===== src/rtl/ppu_pkg.sv =====
// Shared types and constants for PPU sprite evaluation: FSM states, OAM byte
// offsets within a 4-byte sprite entry, and sprite attribute bit positions.
package ppu_pkg;

    typedef enum logic [1:0] {
        ST_IDLE  = 2'd0,
        ST_CLEAR = 2'd1,
        ST_EVAL  = 2'd2,
        ST_FETCH = 2'd3
    } eval_state_t;

    localparam logic [1:0] OFS_Y    = 2'd0;
    localparam logic [1:0] OFS_TILE = 2'd1;
    localparam logic [1:0] OFS_ATTR = 2'd2;
    localparam logic [1:0] OFS_X    = 2'd3;

    localparam int ATTR_PAL_LSB = 0;
    localparam int ATTR_PAL_MSB = 1;
    localparam int ATTR_PRIO    = 5;
    localparam int ATTR_FLIP_H  = 6;
    localparam int ATTR_FLIP_V  = 7;

    localparam logic [7:0] SEC_FILL = 8'hFF;

endpackage


===== src/rtl/oam_ram.sv =====
// Primary OAM: a CPU read/write port and a read-only evaluation port, both
// with synchronous (one-cycle) read.
module oam_ram #(
    parameter int AW = 8
) (
    input  logic          clk,
    input  logic          cpu_we,
    input  logic [AW-1:0] cpu_addr,
    input  logic [7:0]    cpu_wdata,
    output logic [7:0]    cpu_rdata,
    input  logic          rd_en,
    input  logic [AW-1:0] rd_addr,
    output logic [7:0]    rd_data
);

    logic [7:0] mem [2**AW];

    // The CPU is the only writer; a read colliding with a write returns the old byte.
    always_ff @(posedge clk) begin
        if (cpu_we) begin
            mem[cpu_addr] <= cpu_wdata;
        end
        cpu_rdata <= mem[cpu_addr];
        if (rd_en) begin
            rd_data <= mem[rd_addr];
        end
    end

endmodule


===== src/rtl/sprite_eval.sv =====
// Scanline sprite evaluation: clears secondary OAM, scans primary OAM for
// sprites covering the line, then streams them out. Macro SPRITE_OVF_BUG_EN
// enables the 2C02 diagonal overflow scan.
module sprite_eval
    import ppu_pkg::*;
#(
    parameter int N_OAM  = 64,
    parameter int N_LINE = 8,
    parameter int Y_W    = 9
) (
    input  logic                     clk,
    input  logic                     rst_n,
    input  logic                     ena,
    input  logic                     start,
    input  logic [Y_W-1:0]           line,
    input  logic                     tall,
    input  logic [$clog2(N_OAM)+1:0] cpu_addr,
    input  logic                     cpu_we,
    input  logic [7:0]               cpu_wdata,
    output logic [7:0]               cpu_rdata,
    output logic                     sp_valid,
    input  logic                     sp_ready,
    output logic [3:0]               sp_row,
    output logic [7:0]               sp_tile,
    output logic [7:0]               sp_attr,
    output logic [7:0]               sp_x,
    output logic                     sp_is0,
    output logic                     overflow,
    output logic                     busy,
    output logic [1:0]               dbg_state
);

    localparam int AW = $clog2(N_OAM) + 2;
    localparam int EW = $clog2(N_OAM);
    localparam int LW = (N_LINE > 1) ? $clog2(N_LINE) : 1;
    localparam int SW = LW + 1;
    localparam int CW = LW + 2;
    localparam logic [CW-1:0]  CLR_LAST   = CW'(4 * N_LINE - 1);
    localparam logic [EW-1:0]  ENTRY_LAST = EW'(N_OAM - 1);
    localparam logic [Y_W:0]   H8         = (Y_W+1)'(8);
    localparam logic [Y_W:0]   H16        = (Y_W+1)'(16);

    eval_state_t   state, nstate;
    logic [AW-1:0] idx, idx_nxt;
    logic [EW-1:0] entry;
    logic [1:0]    boff, nboff;
    logic [SW-1:0] slot_cnt;
    logic [LW-1:0] f_idx;
    logic [CW-1:0] clr_cnt;
    logic [Y_W-1:0] line_r;
    logic          tall_r, ovf_r;
    logic [7:0]    sec [N_LINE][4];
    logic [N_LINE-1:0] sec_is0;
    logic [7:0]    q;
    logic [Y_W:0]  diff;
    logic          in_range, full, wr_slot, slot_inc, adv, ovf_set;
    logic          eval_done, found, last_slot;

    // The eval port is addressed with next-cycle idx so q always holds primary[idx].
    oam_ram #(.AW(AW)) u_oam (
        .clk       (clk),
        .cpu_we    (cpu_we),
        .cpu_addr  (cpu_addr),
        .cpu_wdata (cpu_wdata),
        .cpu_rdata (cpu_rdata),
        .rd_en     (ena),
        .rd_addr   (idx_nxt),
        .rd_data   (q)
    );

    always_comb begin
        entry    = idx[AW-1:2];
        boff     = idx[1:0];
        diff     = {1'b0, line_r} - (Y_W+1)'(q);
        in_range = !diff[Y_W] && (diff < (tall_r ? H16 : H8));
        full     = (slot_cnt == SW'(N_LINE));
        wr_slot  = 1'b0;
        slot_inc = 1'b0;
        adv      = 1'b0;
        ovf_set  = 1'b0;
        nboff    = boff;
        if (state == ST_EVAL) begin
            if (!full) begin
                if (boff == OFS_Y) begin
                    if (in_range) begin
                        wr_slot = 1'b1;
                        nboff   = OFS_TILE;
                    end else begin
                        adv = 1'b1;
                    end
                end else begin
                    wr_slot = 1'b1;
                    nboff   = boff + 2'd1;
                    if (boff == OFS_X) begin
                        adv      = 1'b1;
                        slot_inc = 1'b1;
                    end
                end
            end else begin
                adv     = 1'b1;
                ovf_set = in_range;
`ifdef SPRITE_OVF_BUG_EN
                if (!in_range) begin
                    nboff = boff + 2'd1;
                end
`endif
            end
        end
        eval_done = adv && (entry == ENTRY_LAST);
        found     = (slot_cnt != '0) || slot_inc;
        last_slot = ({1'b0, f_idx} == slot_cnt - 1'b1);
        if (start) begin
            idx_nxt = '0;
        end else if (state == ST_EVAL) begin
            idx_nxt = {adv ? entry + 1'b1 : entry, nboff};
        end else if (state == ST_CLEAR) begin
            idx_nxt = '0;
        end else begin
            idx_nxt = idx;
        end
    end

    always_ff @(posedge clk or negedge rst_n) begin
        if (!rst_n) begin
            state <= ST_IDLE;
        end else if (ena) begin
            state <= nstate;
        end
    end

    always_comb begin
        nstate = state;
        if (start) begin
            nstate = ST_CLEAR;
        end else begin
            case (state)
                ST_CLEAR: if (clr_cnt == CLR_LAST) nstate = ST_EVAL;
                ST_EVAL:  if (eval_done) nstate = found ? ST_FETCH : ST_IDLE;
                ST_FETCH: if (sp_ready && last_slot) nstate = ST_IDLE;
                default:  nstate = ST_IDLE;
            endcase
        end
    end

    // sp_valid/sp_ready: a transfer happens on a rising edge where sp_valid,
    // sp_ready and ena are all high; payload holds until then. start wins.
    always_comb begin
        sp_valid  = (state == ST_FETCH);
        busy      = (state != ST_IDLE);
        dbg_state = state;
        overflow  = ovf_r;
        sp_row    = line_r[3:0] - sec[f_idx][OFS_Y][3:0];
        sp_tile   = sec[f_idx][OFS_TILE];
        sp_attr   = sec[f_idx][OFS_ATTR];
        sp_x      = sec[f_idx][OFS_X];
        sp_is0    = sec_is0[f_idx];
    end

    always_ff @(posedge clk or negedge rst_n) begin
        if (!rst_n) begin
            idx      <= '0;
            slot_cnt <= '0;
            f_idx    <= '0;
            clr_cnt  <= '0;
            line_r   <= '0;
            tall_r   <= 1'b0;
            ovf_r    <= 1'b0;
            sec_is0  <= '0;
            for (int i = 0; i < N_LINE; i++) begin
                for (int j = 0; j < 4; j++) begin
                    sec[i][j] <= 8'h00;
                end
            end
        end else if (ena) begin
            idx <= idx_nxt;
            if (start) begin
                slot_cnt <= '0;
                f_idx    <= '0;
                clr_cnt  <= '0;
                line_r   <= line;
                tall_r   <= tall;
                ovf_r    <= 1'b0;
            end else begin
                case (state)
                    ST_CLEAR: begin
                        sec[clr_cnt[CW-1:2]][clr_cnt[1:0]] <= SEC_FILL;
                        sec_is0[clr_cnt[CW-1:2]]            <= 1'b0;
                        clr_cnt                             <= clr_cnt + 1'b1;
                    end
                    ST_EVAL: begin
                        if (wr_slot) begin
                            sec[slot_cnt[LW-1:0]][boff] <= q;
                        end
                        if (wr_slot && (boff == OFS_Y)) begin
                            sec_is0[slot_cnt[LW-1:0]] <= (entry == '0);
                        end
                        if (slot_inc) begin
                            slot_cnt <= slot_cnt + 1'b1;
                        end
                        if (ovf_set) begin
                            ovf_r <= 1'b1;
                        end
                    end
                    ST_FETCH: begin
                        if (sp_ready && !last_slot) begin
                            f_idx <= f_idx + 1'b1;
                        end
                    end
                    default: ;
                endcase
            end
        end
    end

endmodule


===== config.mk =====
export PLATFORM = sky130hd
export DESIGN_NAME = sprite_eval
export DESIGN_NICKNAME = d
export VERILOG_FILES = /design/src/rtl/ppu_pkg.sv /design/src/rtl/oam_ram.sv /design/src/rtl/sprite_eval.sv
export SDC_FILE = /design/constraint.sdc
export NUM_CORES = 2
export LEC_CHECK = 0
export CORE_UTILIZATION = 43
export CTS_BUF_LIST = sky130_fd_sc_hd__clkbuf_16
export DETAILED_ROUTE_END_ITERATION = 10
export PLACE_DENSITY = 0.69
export SYNTH_ARGS = -nofsm -noshare
export SYNTH_HDL_FRONTEND = slang
export SYNTH_SLANG_ARGS = --single-unit

===== constraint.sdc =====
create_clock -name clk -period 4.25 [get_ports clk]
set_input_delay 0.85 -clock clk [delete_from_list [all_inputs] [get_ports clk]]
set_output_delay 0.85 -clock clk [all_outputs]
set_load 0.005 [all_outputs]

==> Word level (Yosys, flattened, before mapping) <==
Memories as Yosys holds them, arrays and structs flattened. A register that Yosys moved wholly into a read port is not among the register bits.
Cells that the tools add are included.
{ "totals": {"ff_bits": 297, "mem_bits_rw": 2048, "output_inout_bits": 42, "mem_count": 1} }
{ "op_classes": {"add_sub_neg": 8, "magnitude_cmp": 15, "eq_ne": 13, "muxes": 64, "bitwise": 9, "n_reduce_logical": 33} }
{ "memory_table": {"columns": ["memory", "words", "width", "read_ports", "rd_clocked_by_memory_dff", "wr", "line_no", "text"], "rows": [
  ["u_oam.mem", 256, 8, 2, 2, 1, "oam_ram.sv:16", "logic [7:0] mem [2**AW];"]
]} }
{ "ops": {"columns": ["op", "n"], "rows": [
  ["case mux 256 bit (2 select lines)", 1],
  ["bitwise mux 256 bit", 1],
  ["2-to-1 mux 256 bit", 1],
  ["bitwise OR 256 bit", 1],
  ["demux 32 bit (select 3 bit)", 2],
  ["binary-select mux 32 bit (select 3 bit)", 1],
  ["2-to-1 mux 32 bit", 2],
  ["2-to-1 mux 28 bit", 2],
  ["2-to-1 mux 8 bit", 6],
  ["demux 8 bit (select 2 bit)", 2],
  ["2-to-1 mux 1 bit", 22],
  ["2-to-1 mux 2 bit", 8],
  ["case mux 8 bit (2 select lines)", 1],
  ["nonzero test 2 bit", 8],
  ["2-to-1 mux 5 bit", 3],
  ["greater-or-equal comparator 4 bit (second input constant)", 3],
  ["< comparator 3 x 4 -> 1 bit (second input constant)", 3],
  ["2-to-1 mux 4 bit", 3],
  ["inverter 3 -> 4 bit", 3],
  ["AND reduction 4 bit", 3],
  ["logical AND 1 bit", 11],
  ["< comparator 10 x 5 -> 1 bit", 1],
  ["subtractor 9 x 8 -> 10 bit", 1],
  ["2-to-1 mux 3 bit", 3],
  ["other kinds (37)", 50]
]} }

==> Depth between registers and ports, before layout <==
{ "logic_depth": {"depth_word": 11, "depth_mapped": 23} }

==> Modules after synthesis <==
A second synthesis with hierarchy kept.
{ "unflattened": {"hier_cells": 6105, "hier_area_um2": 110145.6} }
{ "modules_own_cells": {"columns": ["mod", "n_inst", "cells_per_inst", "area_per_inst_um2", "seq_area_each_um2"], "rows": [
  ["oam_ram", 1, 4820, 96284.8, 61899.4],
  ["sprite_eval", 1, 1285, 13860.8, 6631.4]
]} }

==> Worst setup path before layout <==
Ideal clock, no wire load.
{ "synth_path": {"kind": "register -> register", "startpoint": "register idx[0]", "endpoint": "register u_oam.rd_data[3], read port of u_oam.mem (data pin)", "setup_time_ns": 0.256, "arrival_ns": 4.235, "required_time_ns": 3.994, "path_slack_ns": -0.241, "stages_incl_launch_ff": 16, "path_buffers": 8, "cell_sequence": "dfrtp_1 clkbuf_1 clkinv_1 clkbuf_1 clkbuf_1 clkbuf_1 ha_1 a32oi_1 clkbuf_1 buf_1 clkbuf_1 clkbuf_1 a311oi_1 a2111oi_0 o41ai_1 and4_1"} }
{ "synth_via": {"elab_chain_len": 8} }
{ "synth_rtl": {"columns": ["item", "line_no", "text"], "rows": [
  ["start: declaration", "sprite_eval.sv:44", "logic [AW-1:0] idx, idx_nxt;"],
  ["start signal: assignment", "sprite_eval.sv:175", "idx <= idx_nxt;"],
  ["== test 2 bit", "sprite_eval.sv:94", "if (boff == OFS_X) begin"],
  ["2-to-1 mux 1 bit", "sprite_eval.sv:94", null],
  ["2-to-1 mux 1 bit", "sprite_eval.sv:84", "if (boff == OFS_Y) begin"],
  ["2-to-1 mux 1 bit", "sprite_eval.sv:83", "if (!full) begin"],
  ["2-to-1 mux 1 bit", "sprite_eval.sv:82", "if (state == ST_EVAL) begin"],
  ["2-to-1 mux 6 bit", "sprite_eval.sv:115", "idx_nxt = {adv ? entry + 1'b1 : entry, nboff};"],
  ["2-to-1 mux 8 bit (*)", "sprite_eval.sv:114", "end else if (state == ST_EVAL) begin"],
  ["2-to-1 mux 8 bit (*)", "sprite_eval.sv:112", "if (start) begin"],
  ["end: declaration", "oam_ram.sv:13", "output logic [7:0] rd_data"]
]} }
Every way passes the cells marked *; elsewhere a longest branch is shown, timed or not.
A chain may end at the register's enable or synchronous reset.

==> Worst setup path in the final report <==
{ "layout_path": {"startpoint": "register u_oam.rd_data[1], read port of u_oam.mem", "endpoint": "register u_oam.rd_data[2], read port of u_oam.mem (data pin)"} }
{ "layout_via": {"elab_chain_len": 10} }
{ "layout_rtl": {"columns": ["item", "line_no", "text"], "rows": [
  ["subtractor 9 x 8 -> 10 bit (*)", "sprite_eval.sv:74", "diff = {1'b0, line_r} - (Y_W+1)'(q);"],
  ["< comparator 10 x 5 -> 1 bit or zero test 1 bit (tied branches)", "sprite_eval.sv:75", "in_range = !diff[Y_W] && (diff < (tall_r ? H16 : H8));"],
  ["logical AND 1 bit (*)", "sprite_eval.sv:75", null],
  ["2-to-1 mux 1 bit", "sprite_eval.sv:85", "if (in_range) begin"],
  ["2-to-1 mux 1 bit", "sprite_eval.sv:84", null],
  ["2-to-1 mux 1 bit", "sprite_eval.sv:83", null],
  ["2-to-1 mux 1 bit", "sprite_eval.sv:82", null],
  ["2-to-1 mux 6 bit", "sprite_eval.sv:115", null],
  ["2-to-1 mux 8 bit (*)", "sprite_eval.sv:114", null],
  ["2-to-1 mux 8 bit (*)", "sprite_eval.sv:112", null]
]} }
Marks and branches as above.

==> run_results.csv <==
group,metric,value,unit
setup_path,r2r_end,"u_oam.rd_data[2]$_DFFE_PP_",
setup_path,r2r_start,"u_oam.rd_data[1]$_DFFE_PP_",
clock_network,cts_sinks,2329,
worst_hold_path,hp-start,"line[8]",
finish,fillCellCount,22837,
sta,finalSetupViolCount,8,
logic_synthesis,synth_area,122000,µm²
logic_synthesis,synth_top_area_share,50.6,%
setup_path,rrSetupSlack,-0.76,ns
clock_network,htreeDepth,5,
die,ios,74,
finish,multi_input_comb_area,51600,µm²
clock_network,cts_tree,"yes",
sta,max_clock_freq,0.199,GHz
finish,synthToLayoutAreaGrowth,22.5,%
detailed_routing,firstDrtPassIters,7,
logic_synthesis,synth-edff-count,2056,
sta,worstMarginPinSlew,1.27,ns
setup_path,required,5.01,ns
clock_network,root_buffer,"clkbuf_16",
job,maxCapViolCount,0,
logic_synthesis,synth-main-ff-cell,"edfxtp_1",
die,core_area,282000,µm²
setup_path,cp_max_fo,10,
finish,drive_gt1_share,28.0,%
logic_synthesis,ys_ff_latch,2329,
run_status,outcome,"complete, but fails checks",
grt,track_usage,31.4,%
sta,hold_viol,0,
setup_path,end_kind,"register",
clock_network,numCtsBuffers,264,
setup_path,startpoint_type,"register",
die,design.die.area,286000,µm²
finish,layout_commonest_cell,"edfxtp_1",
sta,fin_ws,-0.764,ns
grt,grt_pass1_vias,95195,
detailed_routing,drc_errors,0,
detailed_routing,wl_per_cell,31.2,µm
placement,hpwl,308,mm
grt,antenna_found_initial,22,
detailed_routing,final_antenna_net_count,0,
logic_synthesis,postSynth.asyncResetShare,11.4,%
sta,fin_crit,5.01,ns
logic_synthesis,syn_nets,9769,
setup_path,path_class,"reg -> reg",
logic_synthesis,ys_warn_count,0,
run_status,violations,"setup timing",
grt,grt.overflow.total,0,
clock_network,clk_latency,0.92,ns
sta,fin_worst_skew,0.0485,ns
logic_synthesis,ys_types,95,
finish,seq_area,68500,µm²
sta,slew_viol_final,0,
die,die_x,535,µm
die,die_h,535,µm
setup_path,cp.arrival,5.78,ns
worst_hold_path,min-delay-path-class,"in -> reg",
logic_synthesis,ys_seq_area_share,56.1,%
grt,grt_pass1_wl,662,mm
finish,nNetsFinal,10886,
logic_synthesis,synth_top_cell_by_area,"edfxtp_1",
logic_synthesis,synth.area.top_cells,"edfxtp_1 (51%), mux4_2 (13%), dfrtp_1 (5.4%)",
pwr,power.total,0.0621,W
logic_synthesis,syn_inst,9706,
detailed_routing,wl,462,mm
sta,post-route-period-util,118,%
die,row_count,195,
worst_hold_path,min_to,"line_r[8]$_DFFE_PN0P_",
detailed_routing,drtIter0Drc,17130,
detailed_routing,vias,100121,
pwr,vdd_drop_max,357,µV
clock_network,clk_path_buf_depth,4,
sta,tns,-5.18,ns
pwr,powerDensity,415,nW/µm²
sta,max_slew_margin,15.5,%
worst_hold_path,min_path_cells,3,
finish,mostFrequentLayoutCells,"edfxtp_1 (2056), buf_4 (1440), nand2_1 (1158), nor2_1 (984), a21oi_1 (978)",
clock_network,path_clk_slew,0.06,ns
grt,grt_max_degree,132,
die,initial_utilization,43.2,%
detailed_routing,viasPerCell,6.77,
pwr,p_leak,51.8,nW
sta,rsz0062_at_grt,"yes",
setup_path,r2r_cells,23,
placement,io_buffers,73,
placement,routabilityCongestion,1.02,
logic_synthesis,syn_area_per_cell,12.6,µm²
==> what timing repair did <==
item,in CTS,in global routing
gates resized for setup,213,186
pin swaps,46,75
hold buffers,1,0
endpoints found under the hold margin,1,0
setup endpoints to repair,17,230
setup buffers,31,13
gates cloned,5,2
==> sequential cells by signal, summed over array words and instances, names as in the netlist, 2 cells and up <==
name	cells
sec_is0	8
line_r	9
idx	8
sec	224
u_oam.cpu_rdata	8
clr_cnt	5
dbg_state	2
f_idx	3
u_oam.mem	2048
u_oam.rd_data	8
slot_cnt	4
==> Yosys cell counts, types with 20 or more instances <==
master    number
a311oi_1      58
and3_1       112
clkbuf_1     614
mux2i_1      591
nand2_1     1164
nand3_1      158
and2_1        23
a221oi_1     614
a21oi_1      996
o211ai_1      24
mux4_2       713
nand4_1       20
ha_1          30
o22ai_1       73
buf_1        129
dfrtp_1      265
edfxtp_1    2056
a31oi_1       35
nor2_1      1003
a22oi_1       54
inv_1         44
nor4_1        38
o21ai_0      238
mux2_2        39
nor3_1       103
a211oi_1     105
buf_2        130
==> logic make-up after synthesis <==
family,synth area share [%]
AOI/OAI and AO/OA,12.7
and+or+nand+nor,9.19
muxes,18.4
buffers and inverters,3.11
adders and majority gates,0.324
DFF,56.1
xor gates and xnor gates,0.108
==> critical path, stage by stage, from the launching register on <==
cell      delay (ns)
edfxtp_1        0.51
inv_2           0.12
ha_4            0.20
a2111o_1        0.40
nand2_2         0.11
buf_4           0.15
a31oi_4         0.09
buf_4           0.15
a211oi_2        0.17
buf_4           0.19
buf_4           0.14
a21oi_4         0.07
o22ai_4         0.12
buf_12          0.19
buf_12          0.15
buf_12          0.17
buf_4           0.26
buf_4           0.18
o21ai_0         0.11
a21oi_2         0.27
nor4_2          0.12
o31a_1          0.42
nor4_4          0.32
buf_4           0.20
==> power by group <==
group	leakage, nW	internal [W]	switching [W]
combinational	25.4	0.00527	0.00729
sequential	22.0	0.0258	0.000783
clock	4.36	0.0131	0.00976
total	51.8	0.0442	0.0178
==> worst max-delay path by stage <==
stage | end | cells past startpoint | start
final | u_oam.rd_data[2]$_DFFE_PP_ | 23 | u_oam.rd_data[1]$_DFFE_PP_
after global routing | u_oam.rd_data[2]$_DFFE_PP_ | 21 | u_oam.rd_data[1]$_DFFE_PP_
after CTS | u_oam.rd_data[2]$_DFFE_PP_ | 24 | u_oam.rd_data[1]$_DFFE_PP_
after floorplan | u_oam.rd_data[2]$_DFFE_PP_ | 18 | u_oam.rd_data[1]$_DFFE_PP_
after detailed placement | u_oam.rd_data[3]$_DFFE_PP_ | 20 | u_oam.rd_data[1]$_DFFE_PP_
after global placement | u_oam.rd_data[3]$_DFFE_PP_ | 20 | u_oam.rd_data[1]$_DFFE_PP_
==> final cells by class <==
type / count / area share, %
clock inverter: 196 / 1.14
timing repair buffer: 1745 / 10.6
sequential: 2329 / 45.9
clock buffer: 272 / 4.55
inverter: 46 / 0.121
tap: 3743 / 3.13
antenna: 15 / 0.0251
multi-input combinational: 6437 / 34.5
==> stage by stage <==
stage	hold WS, ns	cells	utilization, %	worst slack (ns)	cell area [µm²]
floorplan	0.452	9706	-	0.0206	122000
global placement	0.485	14252	49.0	-1.59	138000
detailed placement	0.486	14252	49.0	-1.56	138000
CTS	0.463	14755	52.6	-0.727	148000
global route	0.517	14772	52.9	-0.809	149000
finish	0.501	14783	53.0	-0.764	149000
==> layer usage <==
metal | part of all wire [%] | up-vias | GRT usage, %
met5 | 0.031 | - | 0
met4 | 6.7 | 22 | 18.0
met1 | 36 | 49937 | 41.3
met3 | 13 | 1553 | 8.28
li1 | - | 40589 | -
met2 | 44 | 8020 | 46.9
Power figures use the tool's default switching activity.
